`config.mk`:
```
export PLATFORM = sky130hd
export DESIGN_NAME = alu_operand_fetch_flat
export DESIGN_NICKNAME = d
export VERILOG_FILES = /design/src/rtl/alu_operand_fetch_if.sv /design/src/rtl/alu_operand_fetch.sv /design/src/flat_wrapper.sv
export SDC_FILE = /design/constraint.sdc
export NUM_CORES = 1
export LEC_CHECK = 0
export CAP_MARGIN = 15
export CORE_MARGIN = 5
export CORE_UTILIZATION = 50
export DETAILED_ROUTE_END_ITERATION = 16
export HOLD_SLACK_MARGIN = 0.06
export PLACE_DENSITY = 0.72
export SLEW_MARGIN = 30
export SYNTH_ARGS = -nofsm -noshare
export SYNTH_HDL_FRONTEND = slang
export SYNTH_SLANG_ARGS = --single-unit
```
`constraint.sdc`:
```
create_clock -name clk -period 1.65 [get_ports clk]
set_input_delay 0.495 -clock clk [delete_from_list [all_inputs] [get_ports clk]]
set_output_delay 0.495 -clock clk [all_outputs]
set_load 0.02 [all_outputs]
```
`src/rtl/alu_operand_fetch_if.sv`:
```
// Bundle of signals between the decoder front end, the operand-fetch stage,
// the ALU that consumes operands, and the ALU write-back path.
interface alu_operand_fetch_if #(
    parameter int DATA_W = 16
);
    logic              in_valid;
    logic              in_ready;
    logic [15:0]       in_instr;
    logic              out_valid;
    logic              out_ready;
    logic [DATA_W-1:0] out_A;
    logic [DATA_W-1:0] out_B;
    logic [2:0]        out_op;
    logic [3:0]        out_imm;
    logic [2:0]        out_last_flag;
    logic [3:0]        out_rd;
    logic              out_wr_en;
    logic              wb_en;
    logic [3:0]        wb_rd;
    logic [DATA_W-1:0] wb_data;
    logic              wb_flag_en;
    logic [2:0]        wb_flag;

    modport master (
        output in_valid, in_instr, out_ready, wb_en, wb_rd, wb_data, wb_flag_en, wb_flag,
        input  in_ready, out_valid, out_A, out_B, out_op, out_imm, out_last_flag, out_rd, out_wr_en
    );

    modport slave (
        input  in_valid, in_instr, out_ready, wb_en, wb_rd, wb_data, wb_flag_en, wb_flag,
        output in_ready, out_valid, out_A, out_B, out_op, out_imm, out_last_flag, out_rd, out_wr_en
    );
endinterface

```
`src/rtl/alu_operand_fetch.sv`:
```
// Operand-fetch stage: decodes an instruction, reads two sources from the
// register file (with write-back bypass) and presents a registered bundle to the ALU.
module alu_operand_fetch #(
    parameter int DATA_W = 16
) (
    input logic                clk,
    input logic                rst_n,
    alu_operand_fetch_if.slave bus
);

    logic [DATA_W-1:0] rf_q [16];
    logic [2:0]        flag_q;

    logic              out_valid_q, out_valid_d;
    logic [DATA_W-1:0] a_q, a_d;
    logic [DATA_W-1:0] b_q, b_d;
    logic [2:0]        op_q, op_d;
    logic [3:0]        imm_q, imm_d;
    logic [2:0]        lf_q, lf_d;
    logic [3:0]        rd_q, rd_d;
    logic              wr_en_q, wr_en_d;

    logic              in_ready_s;
    logic              accept_s;
    logic [3:0]        rs1_s;
    logic [3:0]        rs2_s;

    // R0 is hardwired to zero; an in-flight write to the same index wins over the array.
    function automatic logic [DATA_W-1:0] read_operand(
        input logic [3:0]        idx,
        input logic [DATA_W-1:0] array_val,
        input logic              wb_en,
        input logic [3:0]        wb_rd,
        input logic [DATA_W-1:0] wb_data
    );
        logic [DATA_W-1:0] val;
        if (idx == 4'd0) begin
            val = {DATA_W{1'b0}};
        end else if (wb_en && (wb_rd == idx)) begin
            val = wb_data;
        end else begin
            val = array_val;
        end
        return val;
    endfunction

    assign rs1_s      = bus.in_instr[7:4];
    assign rs2_s      = bus.in_instr[3:0];
    assign in_ready_s = !out_valid_q || bus.out_ready;
    assign accept_s   = bus.in_valid && in_ready_s;

    // Register file write port; writes proceed regardless of output stalls.
    always_ff @(posedge clk or negedge rst_n) begin
        if (!rst_n) begin
            for (int i = 0; i < 16; i++) begin
                rf_q[i] <= {DATA_W{1'b0}};
            end
        end else if (bus.wb_en && (bus.wb_rd != 4'd0)) begin
            rf_q[bus.wb_rd] <= bus.wb_data;
        end
    end

    // Architectural flag register.
    always_ff @(posedge clk or negedge rst_n) begin
        if (!rst_n) begin
            flag_q <= 3'b000;
        end else if (bus.wb_flag_en) begin
            flag_q <= bus.wb_flag;
        end
    end

    // Output bundle next-state: load on accept, drain on consume, otherwise hold.
    always_comb begin
        out_valid_d = out_valid_q;
        a_d         = a_q;
        b_d         = b_q;
        op_d        = op_q;
        imm_d       = imm_q;
        lf_d        = lf_q;
        rd_d        = rd_q;
        wr_en_d     = wr_en_q;
        if (accept_s) begin
            out_valid_d = 1'b1;
            a_d         = read_operand(rs1_s, rf_q[rs1_s], bus.wb_en, bus.wb_rd, bus.wb_data);
            b_d         = read_operand(rs2_s, rf_q[rs2_s], bus.wb_en, bus.wb_rd, bus.wb_data);
            op_d        = bus.in_instr[15:13];
            wr_en_d     = bus.in_instr[12];
            rd_d        = bus.in_instr[11:8];
            imm_d       = bus.in_instr[3:0];
            if (bus.wb_flag_en) begin
                lf_d = bus.wb_flag;
            end else begin
                lf_d = flag_q;
            end
        end else if (bus.out_ready) begin
            out_valid_d = 1'b0;
        end else begin
            out_valid_d = out_valid_q;
        end
    end

    // Output bundle register.
    always_ff @(posedge clk or negedge rst_n) begin
        if (!rst_n) begin
            out_valid_q <= 1'b0;
            a_q         <= {DATA_W{1'b0}};
            b_q         <= {DATA_W{1'b0}};
            op_q        <= 3'd0;
            imm_q       <= 4'd0;
            lf_q        <= 3'b000;
            rd_q        <= 4'd0;
            wr_en_q     <= 1'b0;
        end else begin
            out_valid_q <= out_valid_d;
            a_q         <= a_d;
            b_q         <= b_d;
            op_q        <= op_d;
            imm_q       <= imm_d;
            lf_q        <= lf_d;
            rd_q        <= rd_d;
            wr_en_q     <= wr_en_d;
        end
    end

    assign bus.in_ready      = in_ready_s;
    assign bus.out_valid     = out_valid_q;
    assign bus.out_A         = a_q;
    assign bus.out_B         = b_q;
    assign bus.out_op        = op_q;
    assign bus.out_imm       = imm_q;
    assign bus.out_last_flag = lf_q;
    assign bus.out_rd        = rd_q;
    assign bus.out_wr_en     = wr_en_q;

endmodule

```
`src/flat_wrapper.sv`:
```
// flat-port wrapper written by rule: the top's interface ports become plain ports
module alu_operand_fetch_flat 
#(
    parameter int DATA_W = 16
)
  (clk, rst_n, bus_in_valid, bus_in_instr, bus_out_ready, bus_wb_en, bus_wb_rd, bus_wb_data, bus_wb_flag_en, bus_wb_flag, bus_in_ready, bus_out_valid, bus_out_A, bus_out_B, bus_out_op, bus_out_imm, bus_out_last_flag, bus_out_rd, bus_out_wr_en);
  alu_operand_fetch_if #(.DATA_W(DATA_W)) bus_i ();
  input logic clk;
  input logic rst_n;
  input wire logic [$bits(bus_i.in_valid)-1:0] bus_in_valid;
  input wire logic [$bits(bus_i.in_instr)-1:0] bus_in_instr;
  input wire logic [$bits(bus_i.out_ready)-1:0] bus_out_ready;
  input wire logic [$bits(bus_i.wb_en)-1:0] bus_wb_en;
  input wire logic [$bits(bus_i.wb_rd)-1:0] bus_wb_rd;
  input wire logic [$bits(bus_i.wb_data)-1:0] bus_wb_data;
  input wire logic [$bits(bus_i.wb_flag_en)-1:0] bus_wb_flag_en;
  input wire logic [$bits(bus_i.wb_flag)-1:0] bus_wb_flag;
  output wire logic [$bits(bus_i.in_ready)-1:0] bus_in_ready;
  output wire logic [$bits(bus_i.out_valid)-1:0] bus_out_valid;
  output wire logic [$bits(bus_i.out_A)-1:0] bus_out_A;
  output wire logic [$bits(bus_i.out_B)-1:0] bus_out_B;
  output wire logic [$bits(bus_i.out_op)-1:0] bus_out_op;
  output wire logic [$bits(bus_i.out_imm)-1:0] bus_out_imm;
  output wire logic [$bits(bus_i.out_last_flag)-1:0] bus_out_last_flag;
  output wire logic [$bits(bus_i.out_rd)-1:0] bus_out_rd;
  output wire logic [$bits(bus_i.out_wr_en)-1:0] bus_out_wr_en;
  assign bus_i.in_valid = bus_in_valid;
  assign bus_i.in_instr = bus_in_instr;
  assign bus_i.out_ready = bus_out_ready;
  assign bus_i.wb_en = bus_wb_en;
  assign bus_i.wb_rd = bus_wb_rd;
  assign bus_i.wb_data = bus_wb_data;
  assign bus_i.wb_flag_en = bus_wb_flag_en;
  assign bus_i.wb_flag = bus_wb_flag;
  assign bus_in_ready = bus_i.in_ready;
  assign bus_out_valid = bus_i.out_valid;
  assign bus_out_A = bus_i.out_A;
  assign bus_out_B = bus_i.out_B;
  assign bus_out_op = bus_i.out_op;
  assign bus_out_imm = bus_i.out_imm;
  assign bus_out_last_flag = bus_i.out_last_flag;
  assign bus_out_rd = bus_i.out_rd;
  assign bus_out_wr_en = bus_i.out_wr_en;
  alu_operand_fetch #(.DATA_W(DATA_W)) u_core (.clk(clk), .rst_n(rst_n), .bus(bus_i));
endmodule
```
### Word-level counts from Yosys, hierarchy flattened

Cells that the tools add are included.

| word-level totals | value |
|---|---|
| bits in registers | 307 |
| logic and storage cells | 61 |

| cells by class | value |
|---|---|
| magnitude comparators | 4 |
| eq/ne operators | 2 |
| multiplexer cells | 16 |
| bitwise gates (word level) | 3 |
| reduce and logical (&&, ||, !) cells | 11 |

Operators by type and width:

| operator | count |
|---|---|
| 256-bit bitwise mux | 1 |
| 16-bit 2-to-1 mux | 9 |
| 16-bit binary-select mux with 4-bit select | 2 |
| 16-bit demux with 4-bit select | 1 |
| 5-bit greater-or-equal comparator (second input constant) | 3 |
| 4-bit inverter with 5-bit output | 3 |
| 4-bit == test | 2 |
| 4-bit zero test | 2 |
| 1-bit logical AND | 5 |
| 5-bit by 1-bit less-than comparator with 1-bit output (second input constant) | 1 |
| 4-bit nonzero test | 1 |
| 3-bit 2-to-1 mux | 1 |
| 1-bit 2-to-1 mux | 2 |
| 2-bit nonzero test | 1 |
| 1-bit zero test | 1 |
| 1-bit logical OR | 1 |

### Logic depth before layout (Yosys ltp)

| depth | value |
|---|---|
| depth in word-level cells | 6 |
| mapped depth | 7 |

### Least setup slack after synthesis

No wires, ideal clock.

| path | value |
|---|---|
| path kind | input port to flip-flop |
| start point | input port bus_wb_rd[1] |
| end point | register u_core.rf_q[149] in the netlist's numbering |
| arrival | 1.741 ns |
| data required time | 1.525 ns |
| slack | -0.215 ns |
| cell stages on the path | 5 |
| cells stage by stage | clkbuf_1 > nand2b_1 > nor2_2 > buf_2 > mux2_2 |

| between the ends | value |
|---|---|
| cells in the longest elaborated chain, start to end | 6 |
| elaborated cells between the ends (all ways) | 9 |

Ends and longest elaborated chain:

| what | RTL line | text |
|---|---|---|
| start: declaration | flat_wrapper.sv:14 | `input wire logic [$bits(bus_i.wb_rd)-1:0] bus_wb_rd;` |
| 4-bit inverter with 5-bit output (implied by the code) | alu_operand_fetch.sv:59 | `rf_q[bus.wb_rd] <= bus.wb_data;` |
| 5-bit greater-or-equal comparator (implied by the code) or 5-bit by 1-bit less-than comparator with 1-bit output (tied branches) | alu_operand_fetch.sv:59 |  |
| 1-bit logical AND (implied by the code) | alu_operand_fetch.sv:59 |  |
| 16-bit 2-to-1 mux (implied by the code) | alu_operand_fetch.sv:59 |  |
| 16-bit demux with 4-bit select | alu_operand_fetch.sv:59 |  |
| 256-bit bitwise mux | alu_operand_fetch.sv:59 |  |
| end signal: indexed assignment | alu_operand_fetch.sv:56 | `rf_q[i] <= {DATA_W{1'b0}};` |
| end signal: indexed assignment | alu_operand_fetch.sv:59 |  |
| end: declaration | alu_operand_fetch.sv:11 | `logic [DATA_W-1:0] rf_q [16];` |

Parallel ways exist; a longest one is shown, timed or not.
A chain may end at the register's enable or synchronous reset.

### Final worst setup path

| path | value |
|---|---|
| start point | register u_core.b_q[1], in the netlist u_core.bus.out_B[1] |
| end point | output port bus_out_B[1] |

RTL lines:

| what | RTL line | text |
|---|---|---|
| start: declaration | alu_operand_fetch.sv:16 | `logic [DATA_W-1:0] b_q, b_d;` |
| start signal: assignment | alu_operand_fetch.sv:107 | `b_q <= {DATA_W{1'b0}};` |
| end: declaration | flat_wrapper.sv:21 | `output wire logic [$bits(bus_i.out_B)-1:0] bus_out_B;` |

No word-level cell between the ends.

==> flow_summary.json <==
{
  "min-delay-start": "u_core.rf_q[242]",
  "avgSynthCellArea_um2": 12.5,
  "yosysSeqAreaShare_pct": 47.2,
  "max-cap-violations": 0,
  "reg2reg_to": "u_core.bus.out_B[15]",
  "post-dp-hpwl_mm": 33.4,
  "synthToLayoutAreaGrowth_pct": 25.5,
  "nets": 1521,
  "crit_family": "flip-flops",
  "htreeDepth": 2,
  "numPortBuffers": 93,
  "critPathKind": "reg2out",
  "ant_nets": 0,
  "max_stage_delay_ns": 0.43,
  "worstPathArrival_ns": 1.15,
  "synth_nets": 1344,
  "syn_inst": 1299,
  "end_kind": "output port",
  "rsz0062_at_grt": "true",
  "dp_slack_ns": -0.732,
  "rr_worst_depth": 7,
  "fin_util_pct": 63.1,
  "grt_pass1_vias": 12753,
  "worstHoldPathCells": 0,
  "grt_pass1_wl_mm": 74.3,
  "grt_max_degree": 71,
  "initial_core_util_pct": 50.3,
  "worstSkewPairLatency_ns": 0.52,
  "required_ns": 1.15,
  "wire_per_inst_um": 25.0,
  "final_cell_mix": "305 x dfrtp_1, 228 x mux2_2, 192 x mux2i_1, 116 x buf_4, 96 x nor2_1",
  "finalHoldViolations": 0,
  "rows": 66,
  "drt_wl_total_mm": 48.5,
  "nFillCells": 2478,
  "first_pass_iters": 6,
  "antenna_found_initial": 0,
  "ys_warn_count": 0,
  "overflow": 0,
  "cts_tree": "done",
  "cts_num_sinks": 307,
  "clock_path_buffers": 3,
  "clkTransAtPathRegs_ns": 0.06,
  "num_antenna_cells": 0,
  "cts_made_buffers": 35,
  "netlist.area_leader.share_pct": 47.2,
  "crit_fanout": 2,
  "finalCritPeriodShare_pct": 100,
  "drive_above_1_share_pct": 41.8,
  "yosysTopAreaCell": "dfrtp_1",
  "vdd_drop_max_mv": 0.826,
  "timing.rr.start": "u_core.bus.out_valid",
  "design.portCount": 94,
  "synth-seq-cells": 307,
  "period_minus_slack_ns": 1.65,
  "final_common_cell": "dfrtp_1",
  "worstSetupStartpointType": "register",
  "grt_util_all_layers_pct": 26.5,
  "drc": 0,
  "status": "finished, final reports clean",
  "core_mm2": 0.0324,
  "timing.fmax_ghz": 0.606,
  "drv_slew": 0,
  "skew_ns": 0.0127,
  "finalSetupViolations": 0,
  "viasPerCell": 6.31,
  "dieArea_mm2": 0.0363,
  "die_w_um": 190,
  "r2r_setup_slack_ns": 0.06,
  "power_density_mw_per_mm2": 1150,
  "p_leak_nw": 9.11,
  "route.vias.total": 12224,
  "min_to": "u_core.rf_q[242]",
  "routabilityCongestion": 0.935,
  "synth_cell_types": 33,
  "syn_area_mm2": 0.0163,
  "clockRootBuffer": "clkbuf_16",
  "fp.dieH_um": 190,
  "synth_area_leaders": "dfrtp_1 47%, mux2_2 16%, mux2i_1 12%",
  "relSlewSlack_pct": 72.3,
  "tightest_slew_ns": 0.414,
  "worstPathCellList": "buf_2",
  "fin_ws_ns": 0.000415,
  "min_path_type": "reg2reg",
  "drtIter0Drc": 1220,
  "critPathBufInv": 1,
  "worst_path_max_delay_cell": "dfrtp_1"
}
## final cells by class
class | count | area (µm²) | area share [%]
repair buffers | 273 | 2880 | 14.1
flip-flops and latches | 307 | 7680 | 37.6
clock buffers | 51 | 1040 | 5.09
multi-input cells | 859 | 8230 | 40.3
well taps | 442 | 553 | 2.71
clock inverters | 6 | 30.0 | 0.147
## through the flow
step / cells / TNS (ns) / power (W) / instance area (µm²) / hold WS (ns)
finish: 1938 / 0 / 0.0236 / 20400 / 0.400
CTS: 1934 / -0.0883 / 0.0236 / 20300 / 0.399
global route: 1938 / -0.0191 / 0.0245 / 20400 / 0.411
detailed placement: 1856 / -158.27 / 0.0162 / 19100 / 0.337
global placement: 1856 / -152.24 / 0.0159 / 19100 / 0.340
floorplan: 1299 / -3.88 / 0.0138 / 16600 / 0.199
## worst max path at each step
stage / slack [ns] / cells after the start / start / endpoint
after floorplan: -0.12 / 7 / bus_in_instr[3] / u_core.bus.out_B[10]
after global placement: -0.69 / 7 / bus_in_instr[3] / u_core.bus.out_B[4]
after detailed placement: -0.73 / 7 / bus_in_instr[3] / u_core.bus.out_B[13]
after CTS: -0.09 / 3 / bus_out_ready / bus_in_ready
after global routing: -0.01 / 1 / u_core.bus.out_A[1] / bus_out_A[1]
final: 0.0004 / 1 / u_core.bus.out_B[1] / bus_out_B[1]
## per-layer routing
| layer | track usage, % | vias to the layer above | part of all wire [%] |
|---|---|---|---|
| li1 | - | 5222 | - |
| met1 | 34.4 | 6238 | 39 |
| met2 | 43.5 | 583 | 48 |
| met3 | 4.12 | 181 | 7.2 |
| met4 | 13.0 | 0 | 5.8 |
| met5 | 0 | - | 0 |
## what timing repair did
item	CTS	global route
hold buffers	1	0
gates resized for setup	231	20
setup endpoints to repair	216	51
pin swaps	5	2
endpoints found under the hold margin	12	0
gates cloned	3	0
buffers inserted	17	4
## cell usage after synthesis (all sizes together)
master,number
dfrtp,307
mux2,258
mux2i,192
nor2,105
buf,69
clkbuf,64
o22ai,64
nand2,36
a211oi,32
a22oi,32
a32oi,32
mux4,32
o31ai,32
xnor2,8
nand2b,6
nand3b,6
nand3,5
or3,5
or3b,4
nor2b,3
and2,2
and3,2
o211a,2
nor3b,1
## state kept, by name, summed over array words and instances, names as in the netlist, 3 cells and up
name                      count
u_core.bus.out_A             16
u_core.bus.out_B             16
u_core.bus.out_imm            4
u_core.bus.out_last_flag      3
u_core.bus.out_op             3
u_core.bus.out_rd             4
u_core.flag_q                 3
u_core.rf_q                 256
## cells by family after synthesis
group | count (synthesis) | share of synthesized area, %
mux | 482 | 34.8
flops | 307 | 47.2
compound gates | 194 | 8.74
simple gates | 175 | 4.85
buf+inv | 133 | 3.98
xor+xnor | 8 | 0.431
## power by group
group	switching (W)	internal (W)
sequential	0.00128	0.00912
combinational	0.00267	0.00310
clock	0.00305	0.00434
total	0.00700	0.0166
Note: power is estimated with default switching activity, not from simulation.
